<file path="src/rtl/fetch_sequencer.sv">
// Fetch-stage sequencer: each cycle decides whether the PC advances, whether
// IF/ID loads or takes a bubble, and which redirect source fetch applies.
// Request inputs are level-sensitive and are consumed in the cycle the matching
// enable/select is high; there is no separate acknowledge except trap_ack.
// Also sequences traps (issue then flush), holds on data-memory busy with a
// sticky watchdog, and counts accepted redirects.
module fetch_sequencer #(
    parameter int FLUSH_CYCLES = 2,
    parameter int HOLD_TIMEOUT = 255,
    parameter int CNT_W        = 16
) (
    input  logic             clk,
    input  logic             rst,
    input  logic             stall_req,
    input  logic             mem_busy,
    input  logic             jump_branch,
    input  logic             jump_target,
    input  logic             jump_reg,
    input  logic             trap_req,
    input  logic [31:0]      trap_vec,
    output logic             pc_en,
    output logic             ifid_en,
    output logic             ifid_flush,
    output logic             sel_branch,
    output logic             sel_target,
    output logic             sel_reg,
    output logic             sel_trap,
    output logic [31:0]      trap_pc,
    output logic             trap_ack,
    output logic [CNT_W-1:0] redirect_count,
    output logic             watchdog_err,
    output logic [1:0]       state_dbg
);

    typedef enum logic [1:0] {
        RUN    = 2'd0,
        HOLD   = 2'd1,
        TFLUSH = 2'd2
    } state_t;

    localparam logic [3:0]       FLUSH_LOAD = 4'(FLUSH_CYCLES - 1);
    localparam logic [15:0]      HOLD_LIMIT = 16'(HOLD_TIMEOUT);
    localparam logic [CNT_W-1:0] CNT_MAX    = {CNT_W{1'b1}};
    localparam logic [CNT_W-1:0] CNT_ONE    = {{(CNT_W-1){1'b0}}, 1'b1};

    state_t      state, state_n;
    logic        trap_pend;
    logic        trap_issue;
    logic [3:0]  flush_cnt;
    logic [15:0] hold_cnt;
    logic [15:0] hold_nxt;
    logic        hold_step;
    logic        eff_trap;

    assign state_dbg = state;

    // State register; reset aborts any flush or hold in progress.
    always_ff @(posedge clk or negedge rst) begin
        if (!rst) state <= RUN;
        else      state <= state_n;
    end

    // Next state and Mealy control outputs; everything forced low in reset.
    always_comb begin
        state_n    = state;
        pc_en      = 1'b0;
        ifid_en    = 1'b0;
        ifid_flush = 1'b0;
        sel_branch = 1'b0;
        sel_target = 1'b0;
        sel_reg    = 1'b0;
        sel_trap   = 1'b0;
        trap_ack   = 1'b0;
        trap_issue = 1'b0;
        eff_trap   = trap_req | trap_pend;
        case (state)
            RUN: begin
                if (eff_trap && !mem_busy) begin
                    sel_trap   = 1'b1;
                    trap_ack   = 1'b1;
                    pc_en      = 1'b1;
                    ifid_en    = 1'b1;
                    ifid_flush = 1'b1;
                    trap_issue = 1'b1;
                    state_n    = TFLUSH;
                end else if (mem_busy) begin
                    state_n = HOLD;
                end else if (stall_req) begin
                    // ID is held, so any jump stays asserted and is taken later.
                    pc_en   = 1'b0;
                end else begin
                    pc_en      = 1'b1;
                    ifid_en    = 1'b1;
                    sel_branch = jump_branch;
                    sel_target = jump_target & ~jump_branch;
                    sel_reg    = jump_reg & ~jump_branch & ~jump_target;
                end
            end
            HOLD: begin
                if (!mem_busy) state_n = RUN;
            end
            TFLUSH: begin
                ifid_en    = 1'b1;
                ifid_flush = 1'b1;
                if (flush_cnt == 4'd0) state_n = RUN;
            end
            default: state_n = RUN;
        endcase
        if (!rst) begin
            pc_en      = 1'b0;
            ifid_en    = 1'b0;
            ifid_flush = 1'b0;
            sel_branch = 1'b0;
            sel_target = 1'b0;
            sel_reg    = 1'b0;
            sel_trap   = 1'b0;
            trap_ack   = 1'b0;
            trap_issue = 1'b0;
        end
    end

    // Trap capture: the first request wins until the trap is issued.
    always_ff @(posedge clk or negedge rst) begin
        if (!rst) begin
            trap_pend <= 1'b0;
            trap_pc   <= 32'd0;
        end else begin
            if (trap_req && !trap_pend) trap_pc <= trap_vec;
            if (trap_issue)    trap_pend <= 1'b0;
            else if (trap_req) trap_pend <= 1'b1;
        end
    end

    // Flush length counter, loaded on trap issue and run down in TFLUSH.
    always_ff @(posedge clk or negedge rst) begin
        if (!rst)                                   flush_cnt <= 4'd0;
        else if (trap_issue)                        flush_cnt <= FLUSH_LOAD;
        else if (state == TFLUSH && flush_cnt != 0) flush_cnt <= flush_cnt - 4'd1;
    end

    // Hold run-length: starts at 1 on the busy cycle in RUN, saturates in HOLD.
    always_comb begin
        hold_step = ((state == RUN) && mem_busy) || (state == HOLD);
        hold_nxt  = 16'd1;
        if (state == HOLD) hold_nxt = (hold_cnt == 16'hFFFF) ? hold_cnt : hold_cnt + 16'd1;
    end

    // Hold counter and sticky watchdog flag.
    always_ff @(posedge clk or negedge rst) begin
        if (!rst) begin
            hold_cnt     <= 16'd0;
            watchdog_err <= 1'b0;
        end else if (hold_step) begin
            hold_cnt <= hold_nxt;
            if (hold_nxt >= HOLD_LIMIT) watchdog_err <= 1'b1;
        end
    end

    // Saturating count of cycles in which any redirect select is high.
    always_ff @(posedge clk or negedge rst) begin
        if (!rst) redirect_count <= '0;
        else if ((sel_branch | sel_target | sel_reg | sel_trap) && redirect_count != CNT_MAX)
            redirect_count <= redirect_count + CNT_ONE;
    end

endmodule

</file>
<file path="config.mk">
export PLATFORM = sky130hd
export DESIGN_NAME = fetch_sequencer
export DESIGN_NICKNAME = d
export VERILOG_FILES = /design/src/rtl/fetch_sequencer.sv
export SDC_FILE = /design/constraint.sdc
export NUM_CORES = 1
export LEC_CHECK = 0
export CAP_MARGIN = 5
export CORE_ASPECT_RATIO = 1.25
export CORE_UTILIZATION = 43
export CTS_CLUSTER_DIAMETER = 120
export DETAILED_ROUTE_END_ITERATION = 10
export PLACE_DENSITY = 0.8
export SLEW_MARGIN = 20
export SYNTH_ARGS = -nofsm -noshare
export SYNTH_HDL_FRONTEND = slang
export SYNTH_SLANG_ARGS = --single-unit
</file>
<file path="constraint.sdc">
create_clock -name clk -period 1.8 [get_ports clk]
set_input_delay 0.36 -clock clk [delete_from_list [all_inputs] [get_ports clk]]
set_output_delay 0.36 -clock clk [all_outputs]
set_load 0.02 [all_outputs]
</file>
# Yosys cells after proc, flatten, opt, wreduce, memory -nomap -nowiden
# Cells that the tools add are included.
# totals
register_bits	72
input_bits	40
elab_cells	80
# op_classes
n_addsub	3
n_lt_le_gt_ge	1
n_eq_ne	7
muxes	38
bitwise	9
n_reduce_logical	15
# ops
op	n
16-bit by 1-bit adder with 16-bit output, second input constant	2
16-bit two-way mux	2
1-bit two-way mux	27
16-bit == test, second input constant	1
16-bit by 8-bit greater-or-equal comparator with 1-bit output, second input constant	1
16-bit inequality test, second input constant	1
2-bit two-way mux	4
4-bit two-way mux	2
2-bit case mux with 3 select lines	1
1-bit logical AND	5
4-bit logical NOT	1
2-bit inequality test, second input constant	2
1-bit OR	4
1-bit case mux with 2 select lines	2
2-bit nonzero test	2
4-bit nonzero test	1
4-bit by 1-bit subtractor with 4-bit output, second input constant	1
1-bit bitwise AND	3
3-bit inequality test, second input constant	1
3-bit AND reduction	1
2-bit by 1-bit == test with 1-bit output, second input constant	1
2-bit == test, second input constant	1
1-bit logical NOT	2
2-bit logical NOT	1
other kinds (3)	4

# Depth between registers and ports, before layout
# depth
ltp_word	11
ltp_mapped	8
ltp_nobuf	7

# Worst setup path after synthesis
# No wires, ideal clock.
# synth_timing
path_type	register to register
from	register state[1], in the netlist state_dbg[1]
to	register redirect_count[9]
setup_time_ns	0.130
arrival_ns	1.900
required_ns	1.670
setup_slack_ns	-0.230
path_stages_with_launch	8
path_buffers	1
path_cell_list	dfrtp_1 -> nor3_2 -> nand2_1 -> a311oi_2 -> and4_1 -> buf_2 -> nand4_1 -> xnor2_1
# synth_between
elab_chain_cells	7
word_cells_on_any_way	13
cone_classes	mux (8); bitwise (3); reduce/logical (2)
# synth_lines
element	line_no	source
from (decl)	46	state_t state, state_n;
from (signal assigned)	60	else state <= state_n;
2-bit logical NOT (*)	76	case (state)
1-bit two-way mux	76	
1-bit two-way mux	109	if (!rst) begin
1-bit OR (2 in a row)	162	else if ((sel_branch | sel_target | sel_reg | sel_trap) && redirect_count != CNT_MAX)
1-bit OR (*)	162	
1-bit logical AND (*)	162	
to (signal assigned)	163	redirect_count <= redirect_count + CNT_ONE;
to (decl)	30	output logic [CNT_W-1:0] redirect_count,
# Mark *: on every way between the ends. The rest lies on a longest branch, timed or not.
# A chain may end at the register's enable or synchronous reset.

# Worst setup path after layout
# layout_timing
from	register state[1], in the netlist state_dbg[1]
to	output sel_target
# layout_between
elab_chain_cells	3
# layout_lines
element	line_no	source
2-bit logical NOT	76	
1-bit two-way mux	76	
1-bit two-way mux	109	
to (decl)	25	output logic sel_target,
# No other way between the ends.

==> run summary <==
The critical path goes through nor3_4 > nand2_2 > nor4_4 > and3b_1 > buf_6. The worst-case IR drop observed on VDD is 0.00110 V. Once placement completed, the tool counted placed cells totaling 588. Core region area: 0.00793 mm^2. Setup violations remaining at the end of the flow were counted as 20.

TritonCTS built the clock tree. The global-route usage over all layers is 0.246, and the count of cells along the worst register-to-register path is 5. The kind of cell with the highest combined delay along the critical path is simple AND/OR/NAND/NOR gates. The logs give 0.335 for the proportion of power drawn by flip-flops and latches and 0.424 for the remaining max-slew budget at the tightest pin.

The final weighted congestion in routability-driven placement is 0.866. The synthesized area per cell works out to 10.7 um^2. Clock root buffer master: sky130_fd_sc_hd__clkbuf_8. The predominant post-synthesis flop cell was sky130_fd_sc_hd__dfrtp_1. The class of the most critical hold timing path is primary input to asynchronous set/reset pin. Counting every sink on the clock net gives 72.

The tools report the antenna diode count as 0. Share of async-settable or async-resettable flops after synthesis: 1.00. For this block, the initial DRC count from the detailed router was 182.

Transition time of the tightest slew-check pin: 865 ps. Static timing analysis puts the maximum clock frequency at 502 MHz. The basic-gate share of the synthesized area counting and, or, nand and nor cells is 0.189, and the pre-CTS setup slack is -786 ps. The floorplan step defined a die boundary enclosing 0.00866 mm^2.

For this run, design rule violations remaining after detail routing come to 0. Total stage count of the critical path: 5. The flow ran to the end, but the final reports show violations. Pin placement for this block handled 99 I/O pins. Dividing total power by cell area gives a power density of 1260 mW/mm^2. The proportion of total power due to net switching was 0.359; the internal power component was 4.75 mW. The first global-routing pass estimated 17000 um of wire.

The combined buffer and inverter count along the critical path was 1; the total net switching power was 2.66 mW. By area, the combinational part of the netlist is dominated by simple AND/OR/NAND/NOR gates. The worst setup path is launched from a flip-flop. The pin count of the biggest net entering global routing was 69.

The adder and majority cell fraction of the synthesized area came out at 0.0105. The die is 83.4 um wide. The relative area change from synthesis to final layout is 65.4%, and the number of global-route vias before repair is 3515. Counting every instance in the synthesized netlist gives 334.

The complex-gate fraction of the synthesized area came out at 0.110. Sort of element at the end of the critical path: an output pin. The H-tree was split into 3 levels.

The total number of vias was 3418; the minimum period implied by the final worst setup slack was 1990 ps. The first detailed-routing pass ran for 4 iterations. The post-synthesis share of cell area spent on xor and xnor gates came out at 0.0442.

The run gives 0.505 as the part of the Yosys area used for sequential elements. After synthesis, the most frequently instantiated cells are sky130_fd_sc_hd__dfrtp_1, sky130_fd_sc_hd__mux2_2, sky130_fd_sc_hd__nor2_1, sky130_fd_sc_hd__nand3_1, sky130_fd_sc_hd__o21ai_0. The logs give 9.15 ps for the setup clock skew after layout and 0 for the total grt overflow.

The area share of the largest cell type after synthesis was 0.505; the number of enable-type register cells in the synthesized netlist was 0. Counting along the longest clock path gives a buffer depth of 2. For the worst setup path, the data arrival time is 1630 ps. The biggest cell delay along the critical path is 440 ps, and the maximum net fanout on the critical path is 3. The run gives 0 as the count of final hold-check violations. The layout cell share with drive strength beyond 1 was 0.412. The non-filler instance count after layout was 624. Port buffering added 98 buffers. The number of nets with antenna violations after routing was 0; the clock-pin slew on the worst setup and hold paths was 80 ps. The library cell with the highest instance count after synthesis is sky130_fd_sc_hd__dfrtp_1.

The portion of total power attributed to the clock network was 0.194; the total CTS buffers was 9. The fraction of power consumed by combinational cells is 0.471, and the unique cell type count in the Yosys netlist is 53. Setup repair after global routing could not meet its margin everywhere. The number of max-slew violations in the final report is 0, and the required time reported for the critical path endpoint is 1440 ps.

Initial core utilization: 0.450. Yosys printed 0 warnings. The checks that failed: setup timing.

The routed wirelength normalized by instance count is 17.1 um, and the post-layout worst setup margin is -191 ps. Cell type of the slowest stage on the worst timing path: sky130_fd_sc_hd__dfrtp_2. In the final design database the tool counted 567 nets.

Summing every instance area after synthesis gives 0.00356 mm^2. The number of rows created at floorplan is 36, and the flop and latch count out of synthesis is 72. In the post-synthesis netlist, the biggest area contributors are sky130_fd_sc_hd__dfrtp_1, sky130_fd_sc_hd__mux2_2, sky130_fd_sc_hd__xnor2_1.

The tools report the number of antenna violations at the first check in global routing as 0. The tools report the layout filler cell count as 514. When the netlist entered floorplanning its net count stood at 377. The multiplexer fraction of the synthesized cell area works out to 0.110. After routing, the total negative slack on setup checks comes to -2020 ps. The height of the die came out at 104 um.

The largest total area in the synthesized netlist belongs to sky130_fd_sc_hd__dfrtp_1. The tool flagged a number of max-cap violations equal to 0. At the later pin of the worst-skew pair, clock insertion delay measures 350 ps.

The kind of critical path is flip-flop to output pin. The logs give 2.63 nW for the static power due to leakage and 7290 um for the HPWL reported at the end of detailed placement. For this block, the routed nets add up to 10600 um of wire.

The final critical-path share of the clock period works out to 1.11. Using the TritonRoute via totals, the vias-per-cell ratio works out to 5.48.
## sequential cells by signal (all words and copies together) (netlist names)
name and flops:
watchdog_err 1, flush_cnt 4, trap_pend 1, state_dbg 2
trap_pc 32, redirect_count 16, hold_cnt 16
## final cells by class
cell class                 instances  area (um^2)  area share
sequential                        72         1810       0.307
clock inverter                     6         92.6      0.0157
tap                               95          119      0.0202
multi-input combinational        238         1970       0.334
clock buffer                      10          128      0.0217
inverter                           6         22.5     0.00382
timing repair buffer             197         1750       0.298
## cells in the final DEF (no fill, tap or decap), types with 9 or more instances in the layout
cell	Yosys	final
sky130_fd_sc_hd__dlygate4sd2_1	0	17
sky130_fd_sc_hd__nand4_1	10	10
sky130_fd_sc_hd__buf_4	1	89
sky130_fd_sc_hd__nand2_1	19	15
sky130_fd_sc_hd__clkdlybuf4s50_1	0	70
sky130_fd_sc_hd__xnor2_1	14	12
sky130_fd_sc_hd__buf_6	0	15
sky130_fd_sc_hd__clkbuf_8	0	9
sky130_fd_sc_hd__a21oi_1	15	13
sky130_fd_sc_hd__dfrtp_1	72	65
sky130_fd_sc_hd__nor2_1	26	16
sky130_fd_sc_hd__mux2_2	34	33
sky130_fd_sc_hd__nand3_1	20	14
sky130_fd_sc_hd__o21ai_0	20	16
## stage by stage
stage               utilization  total power, mW  hold WS, ps  cell area, um^2
finish                    0.744             7.41          247             5890
global route              0.744             7.80          325             5890
CTS                       0.718             7.21          288             5690
detailed placement        0.668             5.71          310             5300
global placement          0.668             5.59          313             5300
floorplan                     -             4.05         64.4             3690
## logic make-up (layout without fill, tap and decap cells)
logic type	Yosys count	count (layout)
buffers and inverters	25	219
AOI/OAI and AO/OA	61	61
xor gates and xnor gates	18	18
DFF	72	72
and+or+nand+nor	120	121
adders and majority gates	3	3
muxes	35	35
## metal layers
layer | GRT usage | up-vias | wire length, um
li1 | - | 1610 | -
met1 | 0.282 | 1666 | 4100
met2 | 0.434 | 115 | 5720
met3 | 0.0717 | 27 | 535
met4 | 0.0847 | 0 | 289
met5 | 0 | - | 0
## final timing paths
check                             start                 to  slack, ps
setup / recovery           state_dbg[1]         sel_target       -190
hold / removal                      rst        hold_cnt[9]        250
setup reg to reg            hold_cnt[6]       watchdog_err       -180
hold reg to reg            watchdog_err       watchdog_err        490
max in group asynchronous           rst  redirect_count[0]        910
min in group clk                    rst          trap_pend        380
## power groups by stage
stage	sequential, mW	combinational [mW]	clock, mW
after floorplan	3.07	0.980	0
after global placement	2.45	3.14	0
after detailed placement	2.49	3.22	0
after CTS	2.48	3.28	1.46
after global routing	2.57	3.70	1.53
final	2.48	3.48	1.44
## repair_timing
item                                   in CTS  in global routing
setup endpoints to repair                  45                 36
pin swaps                                  12                 29
setup buffers                              12                  8
endpoints found under the hold margin       4                  0
resized for setup                          85                 39
cloned                                      0                  1
hold buffers                                1                  0
(Power assumes the default switching activity.)
